===== config.mk =====
export PLATFORM = sky130hd
export DESIGN_NAME = control_unit
export DESIGN_NICKNAME = d
export VERILOG_FILES = /design/src/rtl/projb_pkg.sv /design/src/rtl/ir_reg.sv /design/src/rtl/control_unit.sv
export SDC_FILE = /design/constraint.sdc
export NUM_CORES = 1
export LEC_CHECK = 0
export BUFFER_PORTS_ARGS = -buffer_cell sky130_fd_sc_hd__buf_2
export CAP_MARGIN = 30
export CORE_ASPECT_RATIO = 0.6
export CORE_MARGIN = 1
export CORE_UTILIZATION = 30
export CTS_BUF_LIST = sky130_fd_sc_hd__clkbuf_8 sky130_fd_sc_hd__clkbuf_16
export DETAILED_ROUTE_END_ITERATION = 6
export SYNTH_ARGS = -nofsm -noshare
export SYNTH_HDL_FRONTEND = slang
export SYNTH_SLANG_ARGS = --single-unit

===== constraint.sdc =====
create_clock -name clk -period 2.5 [get_ports clk]
set_input_delay 0.25 -clock clk [delete_from_list [all_inputs] [get_ports clk]]
set_output_delay 0.25 -clock clk [all_outputs]
set_load 0.02 [all_outputs]

===== src/rtl/projb_pkg.sv =====
// Shared opcode constants, controller state enum and decode helper for the
// single-cycle-per-state control unit.
package projb_pkg;

  localparam int IR_W = 16;

  localparam logic [3:0] OP_NOOP  = 4'b0000;
  localparam logic [3:0] OP_STORE = 4'b0001;
  localparam logic [3:0] OP_LOAD  = 4'b0010;
  localparam logic [3:0] OP_ADD   = 4'b0011;
  localparam logic [3:0] OP_SUB   = 4'b0100;
  localparam logic [3:0] OP_HALT  = 4'b0101;

  localparam logic [2:0] ALU_PASS = 3'b000;
  localparam logic [2:0] ALU_ADD  = 3'b001;
  localparam logic [2:0] ALU_SUB  = 3'b010;

  typedef enum logic [3:0] {
    S_INIT, S_FETCH, S_DECODE, S_NOOP, S_LOAD_A,
    S_LOAD_B, S_STORE, S_ADD, S_SUB, S_HALT
  } state_t;

  typedef struct packed {
    logic       pc_clr;
    logic       pc_up;
    logic       ir_ld;
    logic [7:0] d_addr;
    logic       d_wr;
    logic       rf_s;
    logic [3:0] rf_w_addr;
    logic       rf_w_en;
    logic [3:0] rf_ra_addr;
    logic [3:0] rf_rb_addr;
    logic [2:0] alu_s;
    logic       halted;
  } ctrl_t;

  // Unused opcodes fall through to NOOP so stray words never stall the core.
  function automatic state_t decode_op(input logic [3:0] op);
    case (op)
      OP_STORE: decode_op = S_STORE;
      OP_LOAD:  decode_op = S_LOAD_A;
      OP_ADD:   decode_op = S_ADD;
      OP_SUB:   decode_op = S_SUB;
      OP_HALT:  decode_op = S_HALT;
      default:  decode_op = S_NOOP;
    endcase
  endfunction

endpackage


===== src/rtl/ir_reg.sv =====
// Instruction register: loads on ld, clears asynchronously on reset.
module ir_reg #(
  parameter int IW = 16
) (
  input  logic          clk,
  input  logic          reset,
  input  logic          ld,
  input  logic [IW-1:0] d,
  output logic [IW-1:0] q
);

  always_ff @(posedge clk or posedge reset) begin
    if (reset)   q <= '0;
    else if (ld) q <= d;
  end

endmodule


===== src/rtl/control_unit.sv =====
// Multi-cycle controller: FETCH/DECODE/execute sequencing with outputs
// decoded purely from state and IR so reset kills strobes immediately.
module control_unit
  import projb_pkg::*;
#(
  parameter int IW = 16
) (
  input  logic          clk,
  input  logic          reset,
  input  logic [IW-1:0] instr,
  output logic          pc_clr,
  output logic          pc_up,
  output logic          ir_ld,
  output logic [7:0]    d_addr,
  output logic          d_wr,
  output logic          rf_s,
  output logic [3:0]    rf_w_addr,
  output logic          rf_w_en,
  output logic [3:0]    rf_ra_addr,
  output logic [3:0]    rf_rb_addr,
  output logic [2:0]    alu_s,
  output logic          halted
);

  state_t        state;
  logic [IW-1:0] ir;
  ctrl_t         ctl;

  ir_reg #(.IW(IW)) u_ir (
    .clk   (clk),
    .reset (reset),
    .ld    (state == S_FETCH),
    .d     (instr),
    .q     (ir)
  );

  always_ff @(posedge clk or posedge reset) begin
    if (reset) state <= S_INIT;
    else begin
      case (state)
        S_INIT:   state <= S_FETCH;
        S_FETCH:  state <= S_DECODE;
        S_DECODE: state <= decode_op(ir[15:12]);
        S_LOAD_A: state <= S_LOAD_B;
        S_HALT:   state <= S_HALT;
        default:  state <= S_FETCH;
      endcase
    end
  end

  always_comb begin
    ctl = '0;
    case (state)
      S_INIT:  ctl.pc_clr = 1'b1;
      S_FETCH: begin
        ctl.ir_ld = 1'b1;
        ctl.pc_up = 1'b1;
      end
      S_LOAD_A, S_LOAD_B: begin
        ctl.d_addr    = ir[11:4];
        ctl.rf_s      = 1'b1;
        ctl.rf_w_addr = ir[3:0];
        ctl.rf_w_en   = (state == S_LOAD_B);
      end
      S_STORE: begin
        ctl.d_addr     = ir[7:0];
        ctl.rf_ra_addr = ir[11:8];
        ctl.alu_s      = ALU_PASS;
        ctl.d_wr       = 1'b1;
      end
      S_ADD, S_SUB: begin
        ctl.rf_ra_addr = ir[11:8];
        ctl.rf_rb_addr = ir[7:4];
        ctl.rf_w_addr  = ir[3:0];
        ctl.rf_w_en    = 1'b1;
        ctl.alu_s      = (state == S_ADD) ? ALU_ADD : ALU_SUB;
      end
      S_HALT:  ctl.halted = 1'b1;
      default: ctl = '0;
    endcase
  end

  assign pc_clr     = ctl.pc_clr;
  assign pc_up      = ctl.pc_up;
  assign ir_ld      = ctl.ir_ld;
  assign d_addr     = ctl.d_addr;
  assign d_wr       = ctl.d_wr;
  assign rf_s       = ctl.rf_s;
  assign rf_w_addr  = ctl.rf_w_addr;
  assign rf_w_en    = ctl.rf_w_en;
  assign rf_ra_addr = ctl.rf_ra_addr;
  assign rf_rb_addr = ctl.rf_rb_addr;
  assign alu_s      = ctl.alu_s;
  assign halted     = ctl.halted;

endmodule


==> results of run 1 <==
-- layout by cell type, fill, tap and decap left out, types with 2 or more instances in the layout --
| master | instances |
|---|---|
| a22o_1 | 8 |
| and2_1 | 9 |
| nor3b_1 | 2 |
| inv_1 | 4 |
| mux2_2 | 12 |
| o21ai_0 | 2 |
| dfrtp_1 | 20 |
| nand2b_1 | 4 |
| nor2b_1 | 6 |
| nor2_1 | 2 |
| buf_2 | 46 |
| clkbuf_8 | 3 |
| mux2_1 | 4 |
| nor3_1 | 2 |
| nand2_1 | 4 |
-- stage by stage --
| step | area [um^2] | hold slack (ns) | setup WS (ns) |
|---|---|---|---|
| 2_1_floorplan | 1130 | 0.214 | 0.757 |
| 3_3_place_gp | 1370 | 0.429 | 0.750 |
| 3_5_place_dp | 1370 | 0.432 | 0.700 |
| 4_1_cts | 1410 | 0.153 | 0.412 |
| 5_1_grt | 1410 | 0.190 | 0.290 |
| 6_report | 1410 | 0.121 | 0.404 |
-- power by group through the flow --
stage                     combinational, uW  sequential [uW]  clock [uW]
after floorplan                         661              592           0
after global placement                  719              671           0
after detailed placement                730              680           0
after CTS                               737              675         215
after global routing                    795              707         229
final                                   730              675         205
-- state kept, by name, summed over array words and instances, names as in the netlist --
signal,count
state,4
u_ir.q,16
-- final cells by class --
type,count,area (um^2),area share
timing repair buffer,46,230,0.163
clock buffer,3,41.3,0.0293
multi-input combinational,70,567,0.402
tap,45,56.3,0.0399
sequential,20,500,0.355
inverter,4,15.0,0.0106
-- worst reg2reg max path, stage by stage (launching register included) --
cell	delay, ns
dfrtp_1	0.46
or2_4	0.32
nor2_8	0.32
mux2_2	0.39
-- metal layers --
metal	global-route usage	share of wire	up-vias
met5	0	0	-
met4	0.0179	0.0041	0
met3	0.0667	0.10	2
met2	0.235	0.44	40
met1	0.202	0.45	453
li1	-	-	437
-- final timing paths --
check / startpoint / end / slack (ns) / cells past startpoint
setup / recovery: state[1] / d_addr[1] / 0.40 / 4
max in group asynchronous: reset / u_ir.q[9] / 1.89 / 2
hold reg to reg: u_ir.q[8] / u_ir.q[8] / 0.53 / 1
setup reg to reg: state[2] / u_ir.q[11] / 0.90 / 3
hold / removal: reset / u_ir.q[2] / 0.12 / 2
min in group clk: instr[6] / u_ir.q[6] / 0.21 / 2
-- kinds of logic (layout without fill, tap and decap cells) --
logic type	count (synthesis)	after routing
xor+xnor	1	1
simple gates	35	35
buf+inv	10	53
compound gates	17	17
mux	16	16
flops	20	20
other cells	1	1
==> flow_metrics.tcl, run 1 <==
set metrics [dict create \
    critical_path_class "reg -> out" \
    die_x_um 81.2 \
    worstHoldPathType "in -> async" \
    cpPeakStageDelay_ns 0.50 \
    fin_cells 188 \
    power_switching_uw 655 \
    end_kind "output pin" \
    io_pins 48 \
    ys_seq_elements 20 \
    fillers 340 \
    start_util 0.330 \
    synth-edff-count 0 \
    area_growth_pct 24.9 \
    yosysWarnings 0 \
    dp.cells 185 \
    syn_nets 118 \
    core_area_um2 3420 \
    status "complete, no violations" \
    crit_buf_inv 1 \
    clock_latency_ns 0.25 \
    fin_crit_sh 0.838 \
    skew_ns 0.00314 \
    first_global_vias 944 \
    cp_top_family "simple AND/OR/NAND/NOR gates" \
    crit_path_start_kind "register" \
    clock_sinks 20 \
    via_per_inst 4.96 \
    p_clk_frac 0.127 \
    fin_crit_ns 2.10 \
    final_nets 163 \
    grt_overflow_total 0 \
    grt_use_total 0.152 \
    cts_max_level 1 \
    relSlewSlack 0.490 \
    tns_ns 0 \
    synth_common_cells "dfrtp_1, mux2_2, and2_1, a22o_1, nor2b_1" \
    synthCells 100 \
    first_pass_iters 4 \
    cts_buffers 3 \
    rsz0062_at_grt "no" \
    power_leakage_uw 0.000721 \
    layout-drive-gt1-share 0.469 \
    hold_viol 0 \
    async_flop_share 1.00 \
    synth_ff_type "dfrtp_1" \
    synth-compound-area-share 0.123 \
    synthesis.area_um2 1130 \
    cap_violations 0 \
    yosysMostFrequentCell "dfrtp_1" \
    synth-simple-area-share 0.208 \
    yosysUniqueCellTypes 32 \
    clockRootBuffer "clkbuf_8" \
    post_cts_resized 0 \
    globalplace.congestion 0.814 \
    routed_wl_um 2700 \
    die_h_um 49.5 \
    synth_top_family_by_area "simple AND/OR/NAND/NOR gates" \
    finish.utilization 0.412 \
    drtIter0Drc 38 \
    rows 16 \
    synth.avg_cell_area_um2 11.3 \
    crit_fanout 9 \
    setup_viol 0 \
    grt_start_max_net_pins 21 \
    crit_slowest_cell "nor2_1" \
    drc_errors 0 \
    seqPwrFrac 0.419 \
    crit_chain "nand2b_1 -> nor2_1 -> a22o_1 -> buf_2" \
    cp_data_required_time_ns 2.25 \
    synth_xor_area_frac 0.00776 \
    ctsHoldBuffers 0 \
    hpwl_um 2070 \
    dieArea_um2 4020 \
    cts_max_path_buffers 2 \
    synthAdderAreaFrac 0 \
    grt_pass1_wl_um 4640 \
    max_clock_freq_mhz 477 \
    arrival_ns 1.85 \
    peakVddDrop_v 0.000434 \
    ant_nets 0 \
    cts_tree "yes" \
    routedWlPerCell_um 14.4 \
    num_vias 932 \
    slew_viol_final 0 \
    powerDensity_nw_per_um2 1140 \
    swShare 0.407 \
    synth_top_area_frac 0.443 \
    synthMuxAreaShare 0.160 \
    yosys.area.top_type "dfrtp_1" \
    power_uw 1610 \
    io_buffers 46 \
    cts_setup_buffers 0 \
    p_comb_frac 0.453 \
    yosysSeqAreaShare 0.443 \
    tightest_slew_ns 0.764 \
    netlist_top_cells_area "dfrtp_1, mux2_2, a22o_1, and2_1, mux2_1" \
    antennaDiodeCount 0 \
    antenna_found_initial 0 \
    internal_power_uw 954 \
    path_clk_slew_ns 0.07 \
]
No activity file was read; power rests on OpenSTA's default activity.
==> run 2: changes to the inputs <==
Clock period 2.5 ns to 1.8 ns, I/O delays scaled along.
==> run 2 against run 1 <==
Net effect: the flow now finishes with violations (setup timing); combinational power up 96%; routed wire length up 5.1%; hold slack worse by 0.057 ns; non-clock buffer count up 21; largest power group unchanged; core utilization up 6.8 points; die area unchanged; sequential cell count unchanged.
==> flow_metrics.tcl, run 2 (synthesis gave the netlist of run 1 again) <==
set metrics [dict create \
    status "finished, violations left" \
    violations "setup timing" \
    routedWlPerCell_um 13.6 \
    finalInstanceArea_um2 1640 \
    via_per_inst 4.72 \
    postPlaceCellArea_um2 1410 \
    globalplace.congestion 0.825 \
    fin_crit_sh 1.05 \
    drtIter0Drc 22 \
    arrival_ns 1.71 \
    num_vias 987 \
    grt_use_total 0.148 \
    fin_crit_ns 1.89 \
    cts_tree "yes" \
    setup_viol 4 \
    use_met2 0.217 \
    slew_viol_final 0 \
    rows 16 \
    grt_overflow_total 0 \
    tightest_slew_ns 0.796 \
    crit_slowest_cell "or4b_4" \
    cts_buffers 3 \
    whs_ns 0.0644 \
    drc_errors 0 \
    relSlewSlack 0.469 \
    final_common_cell "buf_2" \
    ant_nets 0 \
    hpwl_um 2040 \
    peakVddDrop_v 0.000754 \
    powerDensity_nw_per_um2 1600 \
    grt_pass1_wl_um 4420 \
    busiest_layer "met2" \
    seqCellArea_um2 503 \
    finalWorstSetupSlack_ns -0.0866 \
    skew_ns 0.00153 \
    largest_reg_flops 16 \
    worstHoldPathType "in -> async" \
    area_growth_pct 45.7 \
    cts_max_path_buffers 2 \
    clockRootBuffer "clkbuf_8" \
    end_kind "output pin" \
    final_cell_mix "buf_2, buf_4, dfrtp_1, mux2_2, a22o_1" \
    critical_path_class "reg -> out" \
    reg_top3 "u_ir.q x16, state x4" \
    clock_sinks 20 \
    crit_fanout 5 \
    r2r_end "u_ir.q[11]" \
    core_area_um2 3420 \
    hold_viol 0 \
    multi_input_area_um2 604 \
    routed_wl_um 2840 \
    r2r_start "state[2]" \
    crit_chain "or4b_4 -> a21bo_4 -> and2_4 -> buf_6" \
    die_x_um 81.2 \
    antennaDiodeCount 0 \
    start_util 0.330 \
    first_pass_iters 4 \
    io_buffers 46 \
    crit_path_start_kind "register" \
    dieArea_um2 4020 \
    regToRegSetupSlack_ns 0.12 \
    cts_max_level 1 \
    power_leakage_uw 0.000836 \
    cp_data_required_time_ns 1.62 \
    tns_ns -0.325 \
    use_met3 0.0574 \
    cap_violations 0 \
    die_h_um 49.5 \
    first_global_vias 951 \
    post-place-ws_ns 0.182 \
    grt_start_max_net_pins 21 \
    io_pins 48 \
    max_clock_freq_mhz 530 \
    final_nets 184 \
    layout-drive-gt1-share 0.610 \
    fillers 325 \
    top_register "u_ir.q" \
    antenna_found_initial 0 \
    rsz0062_at_grt "yes" \
    ctsHoldBuffers 0 \
    use_met1 0.199 \
    fin_cells 209 \
    r2r_cells 5 \
    dp.cells 191 \
    cpPeakStageDelay_ns 0.54 \
    clock_latency_ns 0.25 \
    path_clk_slew_ns 0.07 \
]
==> run 2: repair_timing <==
item                       4_1_cts  5_1_grt
resized for setup               16       11
setup endpoints to repair       16       22
pin swaps                        5        3
buffers inserted                 2       13
==> run 2: how the worst max path moves through the flow <==
stage / slack (ns) / depth (start not counted) / start / to
floorplan: 0.13 / 3 / state[1] / d_addr[0]
global placement: 0.20 / 4 / state[2] / rf_ra_addr[0]
detailed placement: 0.18 / 4 / state[1] / rf_ra_addr[3]
CTS: -0.05 / 4 / state[0] / rf_ra_addr[2]
global route: -0.13 / 4 / state[2] / rf_ra_addr[3]
finish: -0.09 / 4 / state[2] / rf_ra_addr[0]
==> run 2: critical path: cells and delay by family (launching register included) <==
kind,cells,cell delay [ns]
AND/OR/NAND/NOR,2,0.68
flip-flops,1,0.43
AO/OA/AOI/OAI,1,0.23
buffers and inverters,1,0.11
==> run 2: through the flow <==
stage / utilization / power, uW
floorplan: - / 1740
global placement: 0.413 / 1980
detailed placement: 0.413 / 2000
CTS: 0.442 / 2330
global route: 0.480 / 2810
finish: 0.480 / 2630
==> run 2: power breakdown <==
| group | total (uW) | leakage (uW) | internal, uW | switching (uW) |
|---|---|---|---|---|
| sequential | 902 | 0.000234 | 676 | 226 |
| combinational | 1430 | 0.000581 | 821 | 611 |
| clock | 292 | 0.0000216 | 149 | 143 |
| total | 2630 | 0.000836 | 1650 | 980 |
==> run 2: routing by layer <==
metal,share of wire,wire length (um)
met1,0.49,1380
met3,0.074,209
met2,0.42,1200
met4,0.016,44
met5,0,0
==> run 2: layout make-up <==
cell class                      instances  share of cell area
Clock buffer                            3              0.0251
Inverter                                4             0.00913
Timing Repair Buffer                   67               0.258
Tap cell                               45              0.0342
Sequential cell                        20               0.306
Multi-Input combinational cell         70               0.368
